### config.mk
export PLATFORM = sky130hd
export DESIGN_NAME = sipo_frame_rx
export DESIGN_NICKNAME = d
export VERILOG_FILES = /design/src/rtl/sipo_frame_rx.sv
export SDC_FILE = /design/constraint.sdc
export NUM_CORES = 1
export LEC_CHECK = 0
export CAP_MARGIN = 20
export CORE_MARGIN = 5
export CORE_UTILIZATION = 50
export CTS_BUF_LIST = sky130_fd_sc_hd__clkbuf_4
export CTS_CLUSTER_SIZE = 16
export DETAILED_ROUTE_END_ITERATION = 10
export PLACE_DENSITY = 0.82
export SLEW_MARGIN = 10
export SYNTH_ARGS = -nofsm -noshare
export SYNTH_HDL_FRONTEND = slang
export SYNTH_SLANG_ARGS = --single-unit
### constraint.sdc
create_clock -name clk -period 3.35 [get_ports clk]
set_clock_uncertainty 0.1 [all_clocks]
set_input_delay 0.67 -clock clk [delete_from_list [all_inputs] [get_ports clk]]
set_output_delay 0.67 -clock clk [all_outputs]
set_load 0.01 [all_outputs]
### src/rtl/sipo_frame_rx.sv
// Serial-to-parallel frame receiver: start bit 1, WIDTH data bits LSB-first, stop bit 0.
// Define PARITY_CHECK_EN to insert one even-parity bit between the data and the stop bit.
module sipo_frame_rx #(
  parameter int WIDTH = 8
) (
  input  logic             clk,
  input  logic             rst,
  input  logic             sin,
  input  logic             out_ready,
  input  logic             clr_err,
  output logic [WIDTH-1:0] dout,
  output logic             out_valid,
  output logic             frame_err,
  output logic             overrun
);

  localparam int CW = $clog2(WIDTH);

  typedef enum logic [1:0] {IDLE, DATA, PAR, STOP} state_t;

  state_t           state;
  logic [CW-1:0]    cnt;
  logic [WIDTH-1:0] shreg;

`ifdef PARITY_CHECK_EN
  logic par_acc;
  logic par_bad;
`else
  logic par_bad;
  assign par_bad = 1'b0;
`endif

  always_ff @(posedge clk or negedge rst) begin
    if (!rst) begin
      state     <= IDLE;
      cnt       <= '0;
      shreg     <= '0;
      dout      <= '0;
      out_valid <= 1'b0;
      frame_err <= 1'b0;
      overrun   <= 1'b0;
`ifdef PARITY_CHECK_EN
      par_acc   <= 1'b0;
      par_bad   <= 1'b0;
`endif
    end else begin
      if (out_valid && out_ready) out_valid <= 1'b0;
      // A new error later in this block overrides the clear.
      if (clr_err) begin
        frame_err <= 1'b0;
        overrun   <= 1'b0;
      end

      case (state)
        IDLE: begin
          if (sin) begin
            state <= DATA;
            cnt   <= '0;
          end
        end

        DATA: begin
          shreg[cnt] <= sin;
`ifdef PARITY_CHECK_EN
          par_acc <= (cnt == '0) ? sin : (par_acc ^ sin);
`endif
          if (cnt == CW'(WIDTH - 1)) begin
`ifdef PARITY_CHECK_EN
            state <= PAR;
`else
            state <= STOP;
`endif
          end else begin
            cnt <= cnt + 1'b1;
          end
        end

`ifdef PARITY_CHECK_EN
        PAR: begin
          par_bad <= par_acc ^ sin;
          state   <= STOP;
        end
`endif

        STOP: begin
          state <= IDLE;
          if (sin || par_bad) begin
            frame_err <= 1'b1;
          end else if (out_valid && !out_ready) begin
            overrun <= 1'b1;
          end else begin
            // Either the buffer is empty or its word leaves on this same edge.
            dout      <= shreg;
            out_valid <= 1'b1;
          end
        end

        default: state <= IDLE;
      endcase
    end
  end

endmodule

# Word level (Yosys, flattened, before mapping)
# Cells that the tools add are included.
totals:
  regBits: 24
  latch_bits: 0
  ram_bits: 0
  rom_bits: 0
  inputBits: 5
  elab_cells: 47
  mem_count: 0
classes:
  add_sub_neg: 1
  mul: 0
  div: 0
  magnitude_cmp: 2
  eq_ne: 6
  shift: 0
  muxes: 20
  bitwise_logic: 2
  reduce_logical: 9
ops:
  columns: ["cell", "n"]
  rows:
  - ["$mux W1", 12]
  - ["$bwmux W8", 1]
  - ["$mux W3", 2]
  - ["$ne A2 B2 Y1 const B", 3]
  - ["$pmux W3 S2", 1]
  - ["$reduce_and A3 Y1", 2]
  - ["$lt A3 B4 Y1 const B", 1]
  - ["$mux W2", 2]
  - ["$pmux W2 S2", 1]
  - ["$add A3 B1 Y3 const B", 1]
  - ["$demux W1 S3", 1]
  - ["$eq A3 B3 Y1 const B", 1]
  - ["$ge A3 B1 Y1 const B", 1]
  - ["$logic_and A1 B1 Y1", 3]
  - ["$eq A2 B1 Y1 const B", 1]
  - ["$eq A2 B2 Y1 const B", 1]
  - ["$logic_not A2 Y1", 1]
  - ["$not A1 Y1", 2]
  - ["$reduce_and A2 Y1", 1]
  - ["$reduce_bool A2 Y1", 1]
  - ["$logic_not A1 Y1", 1]

# Longest topological paths before layout
depth:
  word_depth: 5
  ltp_mapped: 5

# Worst setup path before layout
# Ideal clock, no wire load.
synth_path:
  kind: "input to register"
  start: "input port sin"
  end: "register dout[0]"
  arrival_time_ns: 1.445
  t_required_ns: 3.125
  setup_slack_ns: 1.680
  stages: 4
  cell_sequence: "nand3b_2 nor2b_2 buf_6 mux2_4"
synth_via:
  elab_chain_len: 2
synth_rtl:
  columns: ["item", "line_no", "text"]
  rows:
  - ["start: declaration", "8", "input logic sin,"]
  - ["$not A1 Y1 (no source line)", null, null]
  - ["$reduce_and A3 Y1 (no source line)", null, null]
  - ["end signal: assignment", "93", "dout <= shreg;"]
  - ["end: declaration", "11", "output logic [WIDTH-1:0] dout,"]
# No other way between the ends.
# A chain may end at the register's enable or synchronous reset.

# Worst setup path after layout
layout_path:
  start: "input port sin"
  end: "register dout[4]"
# The elaborated chain is that of the path after synthesis.

==> results by group <==
Routing
  • Final antenna-violating net count: 0
  • First drt pass iteration count: 2
  • Met2 Wirelength: 870 um
  • Routed len/inst: 13.87 um
  • # DRC: 0
  • Highest routed layer: met4
  • Metal3 WL: 56 um
  • Via count: 635
  • Routed WL: 1678 um
  • Iter 0 DRT Violations: 1
  • Vias per inst: 5.248
  • Met1 WL: 729 um

Place
  • Hpwl dp: 1202 um
  • PortBufs: 15
  • Gpl congestion: 0.6989
  • Placed insts: 116

Clocking
  • Reg clk slew, reported paths: 0.13 ns
  • Clock Path Buffers: 2
  • CTS resizes: 0
  • Num CTS Buffers: 3
  • H-tree Lvls: 1
  • CTS tree: done
  • Sink Count: 24
  • Post-CTS setup buffer count: 0
  • Clock Tree Root: clkbuf_4
  • Hold Buf Count CTS: 0
  • Later-pin clock latency in the skew report: 0.30 ns

GRT
  • Total Routing Usage GR: 0.1208
  • Largest net degree at the start of global routing: 25
  • Total grt overflow: 0
  • Initial antenna violation count: 0
  • Vias in the first global route: 656
  • First-pass GRT wire length: 2994 um

Power
  • Pleak: 0.0005737 uW
  • Total power: 1260 uW
  • Power per cell area: 960.0 nW/um2
  • Peak VDD IR: 473.4 uV

Logic synthesis
  • Mapped Area: 1092 um2
  • Synthesized flop and latch total: 24
  • EDFF count, synth: 0
  • Syn_area_per_cell: 14.00 um2
  • Synth Instances: 78
  • Post-synthesis sequential area ratio: 0.5498
  • Cell with the most instances after synthesis: dfrtp_1
  • Post-synth top flop: dfrtp_1
  • Synth top cells by count: dfrtp_1 (24), mux2_2 (9), mux2_4 (8)
  • Async set-or-reset flop fraction in the synthesized netlist: 1.000
  • Top cell type's share of synthesized area: 0.5498
  • Synth area leader: dfrtp_1
  • Synthesized net count: 85
  • Largest cells by area after synthesis: dfrtp_1 (55%), mux2_4 (11%), mux2_2 (9.3%)
  • Cell variety after synth: 24
  • Synth warn: 0

Setup path
  • CP required: 3.45 ns
  • Worst-path fanout max: 11
  • Worst path slowest cell: clkdlybuf4s50_1
  • Setup crit end kind: flop
  • Critical path class: in -> reg
  • WP data arrival: 2.40 ns
  • Critical Path Start Type: input port
  • Crit-path cells: clkdlybuf4s50_1, nand3b_2, nor2b_2, mux2_4
  • Max incr delay on CP: 0.57 ns

STA
  • Max-slew headroom: 0.6167
  • Max Fclk: 434.4 MHz
  • Hold WS: 0.4206 ns
  • Worst-margin pin slew: 0.5724 ns
  • Endpoints failing hold: 0
  • Post-route clock period utilization: 0.6872
  • Final Setup Violations: 0
  • RSZ-0062 raised after global routing: no
  • Setup TNS: 0 ns
  • Final Max Slew Viols: 0
  • Fin crit period: 2.302 ns

Final layout
  • Syn-to-layout area delta: 20.16%
  • Fillers: 160
  • Fin cells: 121
  • Ant. Diodes: 0
  • Final core utilization: 0.6109
  • Final nets: 101
  • Ratio of cells with drive above 1 in the final layout: 0.2903

Run
  • # Max-Cap Violations: 0

Floorplanning
  • Row count: 17
  • DIE WIDTH: 56.74 um
  • DIE AREA: 3219 um2
  • Initial Util: 0.5084
  • Die height: 56.74 um
  • I/O Pins: 16
  • Core area: 2148 um2

Status
  • Status: finished, final reports clean

Min path
  • HP Class: reg -> reg
==> through the flow <==
stage	cell area, um2	setup WS [ns]
after CTS	1297	1.057
after global routing	1313	0.9979
final	1313	1.048
after global placement	1245	0.7379
after detailed placement	1245	0.7026
after floorplan	1092	1.680
==> registers in the layout, indices dropped and copies added (netlist names) <==
register / count
out_valid: 1
frame_err: 1
state: 2
overrun: 1
cnt: 3
dout: 8
shreg: 8
==> path summary, 6_finish.rpt <==
path,cells past startpoint,slack (ns),endpoint,start
worst max register to register,5,1.61,cnt[0]$_DFFE_PN0P_,cnt[1]$_DFFE_PN0P_
worst min-delay path,1,0.42,dout[6]$_DFFE_PN0P_,shreg[6]$_DFFE_PN0P_
max in group asynchronous,2,2.14,out_valid$_DFF_PN0_,rst
worst min register to register,1,0.42,dout[6]$_DFFE_PN0P_,shreg[6]$_DFFE_PN0P_
min in group asynchronous,1,0.55,dout[6]$_DFFE_PN0P_,rst
worst max-delay path,4,1.05,dout[4]$_DFFE_PN0P_,sin
==> kinds of logic after synthesis <==
group | count (synthesis) | synth area share
DFF | 24 | 0.5498
AOI/OAI and AO/OA | 8 | 0.05727
adders and majority gates | 2 | 0.02291
buffers and inverters | 8 | 0.04009
muxes | 17 | 0.2028
and+or+nand+nor | 19 | 0.1271
==> layout by cell type (no fill, tap or decap), drive strengths merged <==
| master | count |
|---|---|
| nand2 | 3 |
| nor2b | 1 |
| o21ai | 1 |
| clkdlybuf4s50 | 15 |
| a22o | 5 |
| nand3 | 2 |
| o21bai | 1 |
| bufinv | 1 |
| ha | 2 |
| nand2b | 1 |
| inv | 3 |
| o22ai | 1 |
| nand3b | 4 |
| and3b | 1 |
| buf | 1 |
| nor3 | 1 |
| nor2 | 3 |
| dfrtp | 24 |
| nor3b | 3 |
| clkbuf | 3 |
| mux2 | 17 |
==> worst max-delay path: cells and delay by family <==
kind | cells | cell delay, ns
buffers and inverters | 1 | 0.57
multiplexers | 1 | 0.34
AND/OR/NAND/NOR | 2 | 0.81
==> final cells by class <==
cell class / count / area [um2] / share of cell area
inverters: 3 / 11.26 / 0.008580
multi-input cells: 46 / 447.9 / 0.3413
flip-flops and latches: 24 / 600.6 / 0.4576
repair buffers: 16 / 165.2 / 0.1258
clock inverters: 1 / 30.03 / 0.02288
well taps: 28 / 35.03 / 0.02669
clock buffers: 3 / 22.52 / 0.01716
==> where the power goes <==
part / leakage, uW / total [uW] / switching (uW) / internal, uW
clock network: 0.0000279 / 203 / 82.4 / 121
logic: 0.000250 / 512 / 170 / 342
registers: 0.000296 / 545 / 125 / 421
==> per-layer routing <==
layer | track usage | up-vias
li1 | - | 304
met1 | 0.1482 | 321
met2 | 0.1964 | 8
met3 | 0.02989 | 2
met4 | 0.05960 | 0
met5 | 0 | -
Power figures use the tool's default switching activity.
